==> src/rtl/ram_fifo_ctrl_if.sv <==
// ram_fifo_ctrl_if: producer stream, consumer stream and external RAM port
// of the RAM-backed FIFO controller, bundled so that one connection covers
// the whole controller.
interface ram_fifo_ctrl_if #(
  parameter int C_WIDTH = 32,
  parameter int C_DEPTH = 512
);
  localparam int AW = $clog2(C_DEPTH);
  localparam int CW = $clog2(C_DEPTH + 1);

  // producer side
  logic [C_WIDTH-1:0] wr_data;
  logic               wr_valid;
  logic               wr_ready;
  // consumer side
  logic [C_WIDTH-1:0] rd_data;
  logic               rd_valid;
  logic               rd_ready;
  // occupancy
  logic [CW-1:0]      count;
  // external RAM
  logic               ram_we;
  logic [AW-1:0]      ram_waddr;
  logic [C_WIDTH-1:0] ram_wdata;
  logic [AW-1:0]      ram_raddr;
  logic [C_WIDTH-1:0] ram_rdata;

  // controller view
  modport slave (
    input  wr_data, wr_valid, rd_ready, ram_rdata,
    output wr_ready, rd_data, rd_valid, count,
           ram_we, ram_waddr, ram_wdata, ram_raddr
  );

  // environment view: producer, consumer and RAM model
  modport master (
    output wr_data, wr_valid, rd_ready, ram_rdata,
    input  wr_ready, rd_data, rd_valid, count,
           ram_we, ram_waddr, ram_wdata, ram_raddr
  );
endinterface

==> src/rtl/ram_fifo_ctrl.sv <==
// ram_fifo_ctrl: first-word-fall-through FIFO controller around an external
// 1W/1R RAM with registered read data. A 2-entry output buffer hides the
// one-cycle RAM read latency so the FIFO sustains one word per cycle.
module ram_fifo_ctrl #(
  parameter int C_WIDTH = 32,
  parameter int C_DEPTH = 512
) (
  input logic            clk,
  input logic            rst_n,
  ram_fifo_ctrl_if.slave bus
);
  localparam int AW = $clog2(C_DEPTH);
  localparam int CW = $clog2(C_DEPTH + 1);
  localparam logic [AW:0]   PTR_ONE  = (AW+1)'(1);
  localparam logic [CW-1:0] CNT_ONE  = CW'(1);
  localparam logic [CW-1:0] CNT_FULL = CW'(C_DEPTH);

  // pointers carry one extra MSB so full and empty RAM differ
  logic [AW:0]        wptr;
  logic [AW:0]        rptr;
  logic               inflight;
  logic [1:0]         buf_count;
  logic [C_WIDTH-1:0] buf_head;
  logic [C_WIDTH-1:0] buf_tail;
  logic [CW-1:0]      count;

  logic               accept;
  logic               pop;
  logic               issue;
  logic               ram_nonempty;
  logic [2:0]         buf_demand;

  // COUNT covers RAM, in-flight and buffered words, so it alone gates writes;
  // a pop in the same cycle does not open a slot until the next cycle
  assign bus.wr_ready  = rst_n & (count < CNT_FULL);
  assign accept        = bus.wr_valid & bus.wr_ready;
  assign bus.ram_we    = accept;
  assign bus.ram_waddr = wptr[AW-1:0];
  assign bus.ram_wdata = bus.wr_data;

  assign bus.rd_valid  = (buf_count != 2'd0);
  assign bus.rd_data   = buf_head;
  assign pop           = bus.rd_valid & bus.rd_ready;
  assign bus.count     = count;

  // prefetch only while the buffer plus the word in flight leaves room,
  // counting the slot freed by this cycle's pop
  assign ram_nonempty  = (wptr != rptr);
  assign buf_demand    = {1'b0, buf_count} + {2'b0, inflight} - {2'b0, pop};
  assign issue         = ram_nonempty & (buf_demand < 3'd2);
  assign bus.ram_raddr = rptr[AW-1:0];

  // write pointer advances on every accepted word
  always_ff @(posedge clk or negedge rst_n) begin
    if (!rst_n) begin
      wptr <= '0;
    end else if (accept) begin
      wptr <= wptr + PTR_ONE;
    end
  end

  // read pointer and in-flight flag follow each RAM read issue
  always_ff @(posedge clk or negedge rst_n) begin
    if (!rst_n) begin
      rptr     <= '0;
      inflight <= 1'b0;
    end else begin
      inflight <= issue;
      if (issue) begin
        rptr <= rptr + PTR_ONE;
      end
    end
  end

  // 2-entry output buffer: capture RAM data the cycle after an issue, shift on pop
  always_ff @(posedge clk or negedge rst_n) begin
    if (!rst_n) begin
      buf_count <= 2'd0;
      buf_head  <= '0;
      buf_tail  <= '0;
    end else begin
      case ({inflight, pop})
        2'b10: begin
          if (buf_count == 2'd0) begin
            buf_head <= bus.ram_rdata;
          end else begin
            buf_tail <= bus.ram_rdata;
          end
          buf_count <= buf_count + 2'd1;
        end
        2'b01: begin
          buf_head  <= buf_tail;
          buf_count <= buf_count - 2'd1;
        end
        2'b11: begin
          if (buf_count == 2'd1) begin
            buf_head <= bus.ram_rdata;
          end else begin
            buf_head <= buf_tail;
            buf_tail <= bus.ram_rdata;
          end
        end
        default: begin
        end
      endcase
    end
  end

  // total held words: up on accept, down on pop, unchanged when both
  always_ff @(posedge clk or negedge rst_n) begin
    if (!rst_n) begin
      count <= '0;
    end else begin
      case ({accept, pop})
        2'b10:   count <= count + CNT_ONE;
        2'b01:   count <= count - CNT_ONE;
        default: count <= count;
      endcase
    end
  end
endmodule

==> src/flat_wrapper.sv <==
// flat-port wrapper written by rule: the top's interface ports become plain ports
module ram_fifo_ctrl_flat 
#(
  parameter int C_WIDTH = 32,
  parameter int C_DEPTH = 512
)
  (clk, rst_n, bus_wr_data, bus_wr_valid, bus_rd_ready, bus_ram_rdata, bus_wr_ready, bus_rd_data, bus_rd_valid, bus_count, bus_ram_we, bus_ram_waddr, bus_ram_wdata, bus_ram_raddr);
  ram_fifo_ctrl_if #(.C_WIDTH(C_WIDTH), .C_DEPTH(C_DEPTH)) bus_i ();
  input logic clk;
  input logic rst_n;
  input wire logic [$bits(bus_i.wr_data)-1:0] bus_wr_data;
  input wire logic [$bits(bus_i.wr_valid)-1:0] bus_wr_valid;
  input wire logic [$bits(bus_i.rd_ready)-1:0] bus_rd_ready;
  input wire logic [$bits(bus_i.ram_rdata)-1:0] bus_ram_rdata;
  output wire logic [$bits(bus_i.wr_ready)-1:0] bus_wr_ready;
  output wire logic [$bits(bus_i.rd_data)-1:0] bus_rd_data;
  output wire logic [$bits(bus_i.rd_valid)-1:0] bus_rd_valid;
  output wire logic [$bits(bus_i.count)-1:0] bus_count;
  output wire logic [$bits(bus_i.ram_we)-1:0] bus_ram_we;
  output wire logic [$bits(bus_i.ram_waddr)-1:0] bus_ram_waddr;
  output wire logic [$bits(bus_i.ram_wdata)-1:0] bus_ram_wdata;
  output wire logic [$bits(bus_i.ram_raddr)-1:0] bus_ram_raddr;
  assign bus_i.wr_data = bus_wr_data;
  assign bus_i.wr_valid = bus_wr_valid;
  assign bus_i.rd_ready = bus_rd_ready;
  assign bus_i.ram_rdata = bus_ram_rdata;
  assign bus_wr_ready = bus_i.wr_ready;
  assign bus_rd_data = bus_i.rd_data;
  assign bus_rd_valid = bus_i.rd_valid;
  assign bus_count = bus_i.count;
  assign bus_ram_we = bus_i.ram_we;
  assign bus_ram_waddr = bus_i.ram_waddr;
  assign bus_ram_wdata = bus_i.ram_wdata;
  assign bus_ram_raddr = bus_i.ram_raddr;
  ram_fifo_ctrl #(.C_WIDTH(C_WIDTH), .C_DEPTH(C_DEPTH)) u_core (.clk(clk), .rst_n(rst_n), .bus(bus_i));
endmodule
==> config.mk <==
export PLATFORM = sky130hd
export DESIGN_NAME = ram_fifo_ctrl_flat
export DESIGN_NICKNAME = d
export VERILOG_FILES = /design/src/rtl/ram_fifo_ctrl_if.sv /design/src/rtl/ram_fifo_ctrl.sv /design/src/flat_wrapper.sv
export SDC_FILE = /design/constraint.sdc
export NUM_CORES = 1
export LEC_CHECK = 0
export ABC_AREA = 1
export ABC_CLOCK_PERIOD_IN_PS = 6400
export CORE_AREA = 2 2 99 111
export CTS_BUF_LIST = sky130_fd_sc_hd__clkbuf_4 sky130_fd_sc_hd__clkbuf_8
export DETAILED_ROUTE_END_ITERATION = 7
export DIE_AREA = 0 0 101 113
export PLACE_DENSITY = 0.85
export SETUP_SLACK_MARGIN = 0.05
export SLEW_MARGIN = 25
export SYNTH_ARGS = -nofsm -noshare
export SYNTH_HDL_FRONTEND = slang
export SYNTH_SLANG_ARGS = --single-unit
==> constraint.sdc <==
create_clock -name clk -period 6.4 [get_ports clk]
set_clock_uncertainty 0.15 [all_clocks]
set_input_delay 0.64 -clock clk [delete_from_list [all_inputs] [get_ports clk]]
set_output_delay 0.64 -clock clk [all_outputs]
set_load 0.01 [all_outputs]
==> reports/summary.txt <==
Routed WL - 11600 um
Final hold vios - 0
Max Clock Freq - 229 MHz
Synthesized Nets - 666
Vias per cell - 5.43
Worst-margin pin slew - 0.925 ns
Min Tclk post-route - 4.37 ns
Critical path type - in -> reg
Final slew viol count - 0
Clock buffer depth - 2
Final cycle utilization of the critical path - 68.2%
Placer Congestion - 0.910
Synth Instances - 590
Post-CTS Setup Bufs - 0
Area Overhead vs Synth - 16.2%
Syn_area_per_cell - 8.86 um2
DIE WIDTH - 101 um
Critical path fanouts, max - 38
IO Pins - 163
Pwr dens - 494 nW/um2
Initial Util - 51.0%
Most common cell after layout, fill and taps aside - nand2_1
Minimum hold slack - 0.0593 ns
Grt ovf - 0
Max VDD drop - 0.222 mV
Placed Cells incl. Taps - 739
DRC violations left - 0
Routed len/inst - 15.4 um
Placed cell area - 5890 um2
Gr usage total - 21.0%
CP Data Required Time - 6.52 ns
Post-synth EDFFs - 0
Slowest cell on crit path - nor2_4
Hold Path Class - in -> async
CTS buffer count - 9
Most used cell, CP - nand2_1
CTS Hold Bufs - 0
Synth warnings - 0
Initial antenna violation count - 0
Cells along the critical path - clkdlybuf4s50_1, inv_1, nor2_4, inv_2, nor2_1, inv_1, nand2_1, nand2_1, fa_1, o21ai_0, a21oi_1, nand2_1, nand2_1, nand2_1
Fillers - 858
Cell Area, Synth - 5230 um2
Count of cell types in the netlist - 35
Post-CTS Resized - 0
TritonCTS clock tree - built
Design area - 6070 um2
Crit. End Element - flip-flop
Worst-skew pair later-pin latency - 0.38 ns
DP Worst Slack - 1.67 ns
Vias - 4097
CORE AREA - 10200 um2
Seq cells post-synth - 97
Starting DRT DRC Count - 278
DR pass1 iterations - 5
Site Rows - 39
Status - finished clean
Max cap viols - 0
Post-DP HPWL - 7870 um
Prevailing post-synth register cell - dfrtp_1
Input/output buffers - 98
Largest net degree at the start of global routing - 64
Vias in the first global route - 4057
CTS clk-pin slew, worst paths - 0.09 ns
Crit path launch type - input pin
Post-route ant nets - 0
Post-route insts no fill - 755
Register area share after synthesis - 46.4%
TritonCTS Sinks - 97
Unrepaired setup endpoints after global routing - false
# diodes - 0
Crit-path max cell delay - 0.70 ns
Async SR Flop Fraction - 100%
Die area - 11400 um2
Highest-count cells in the layout ignoring fill and taps - nand2_1 (110), clkdlybuf4s50_1 (97), dfrtp_1 (97)
Nets@finish - 703
Arrival time worst endpoint - 4.49 ns
H-tree Lvls - 3
Setup TNS after final layout - 0 ns
Setup WS post-layout - 2.03 ns
P_leak - 2.77 nW
Setup violators final - 0
Proportion of layout cells with a drive suffix above 1 - 10.4%
Global-route wire length before repair - 18900 um
Slew headroom - 38.2%
Die Ht - 113 um
Root Buffer - clkbuf_8
-- worst max-delay path, delay by kind of cell --
kind | cells | cell delay, ns
adders and majority gates | 1 | 0.49
AOI/OAI and AO/OA | 2 | 0.72
buffers and inverters | 4 | 0.79
and+or+nand+nor | 7 | 1.84
-- Yosys cell counts (3+ instances only) --
master	count	area, um2
nor3_1	7	35.0
a31oi_1	32	200
buf_4	55	413
nand3_1	60	300
inv_1	41	154
xnor2_1	4	35.0
nor4_1	4	25.0
inv_2	3	11.3
dfrtp_1	97	2430
clkbuf_1	9	33.8
xor2_1	23	201
buf_2	7	35.0
nand2_2	3	18.8
nor2_1	62	233
nand2_1	112	420
mux2_2	32	360
ha_1	7	87.6
o21ai_0	10	50.1
a21oi_1	3	15.0
-- where the power goes --
part | internal, mW | total, mW | switching, mW
Clock | 0.167 | 0.386 | 0.219
Sequential | 0.903 | 1.13 | 0.227
Combinational | 0.713 | 1.48 | 0.768
Total | 1.78 | 3.00 | 1.21
-- flip-flops by register name, summed over array words and instances, names as in the netlist --
register / flops
u_core.bus.rd_data: 32
u_core.wptr: 10
u_core.bus.count: 10
u_core.inflight: 1
u_core.buf_count: 2
u_core.rptr: 10
u_core.buf_tail: 32
-- logic make-up (layout without fill, tap and decap cells) --
family,after synthesis,after routing,synth area share (%)
flip-flops,97,97,46.4
XOR/XNOR,27,27,4.52
AND/OR/NAND/NOR,257,257,21.3
adder cells (fa/ha/maj),8,8,2.06
AO/OA/AOI/OAI,51,51,6.06
buffers and inverters,118,160,12.7
multiplexers,32,32,6.89
-- layer usage --
layer  share of wire [%]  up-vias  wire (um)  GRT usage, %
li1                    -     1959          -             -
met1                  42     1974       4830          26.0
met2                  51      137       5910          35.6
met3                 5.1       27        593          4.26
met4                 2.5        0        290          8.83
met5                   0        -          0             0
-- area by class of cell --
type | count | area, um2 | share of cell area [%]
inverter | 44 | 165 | 2.72
clock inverter | 3 | 23.8 | 0.392
clock buffer | 13 | 160 | 2.64
timing repair buffer | 100 | 993 | 16.4
tap | 123 | 154 | 2.53
sequential | 97 | 2430 | 40.0
multi-input combinational | 375 | 2150 | 35.4
-- stage by stage --
| step | utilization (%) | total power [mW] |
|---|---|---|
| final | 59.3 | 3.00 |
| after global routing | 59.3 | 3.23 |
| after CTS | 59.2 | 3.00 |
| after detailed placement | 57.4 | 2.62 |
| after global placement | 57.4 | 2.53 |
| after floorplan | - | 2.09 |
-- final timing paths --
| path | startpoint | endpoint | slack, ns | cells after the start |
|---|---|---|---|---|
| worst max-delay path | bus_rd_ready | u_core.rptr[9] | 2.03 | 14 |
| min in group clk | u_core.wptr[9] | u_core.wptr[9] | 0.35 | 1 |
| worst max register to register | u_core.buf_count[0] | u_core.rptr[9] | 2.10 | 14 |
| worst min register to register | u_core.wptr[9] | u_core.wptr[9] | 0.35 | 1 |
| max in group asynchronous | rst_n | u_core.buf_tail[19] | 4.88 | 2 |
| worst min-delay path | rst_n | u_core.wptr[5] | 0.06 | 1 |
(Power assumes the default switching activity.)
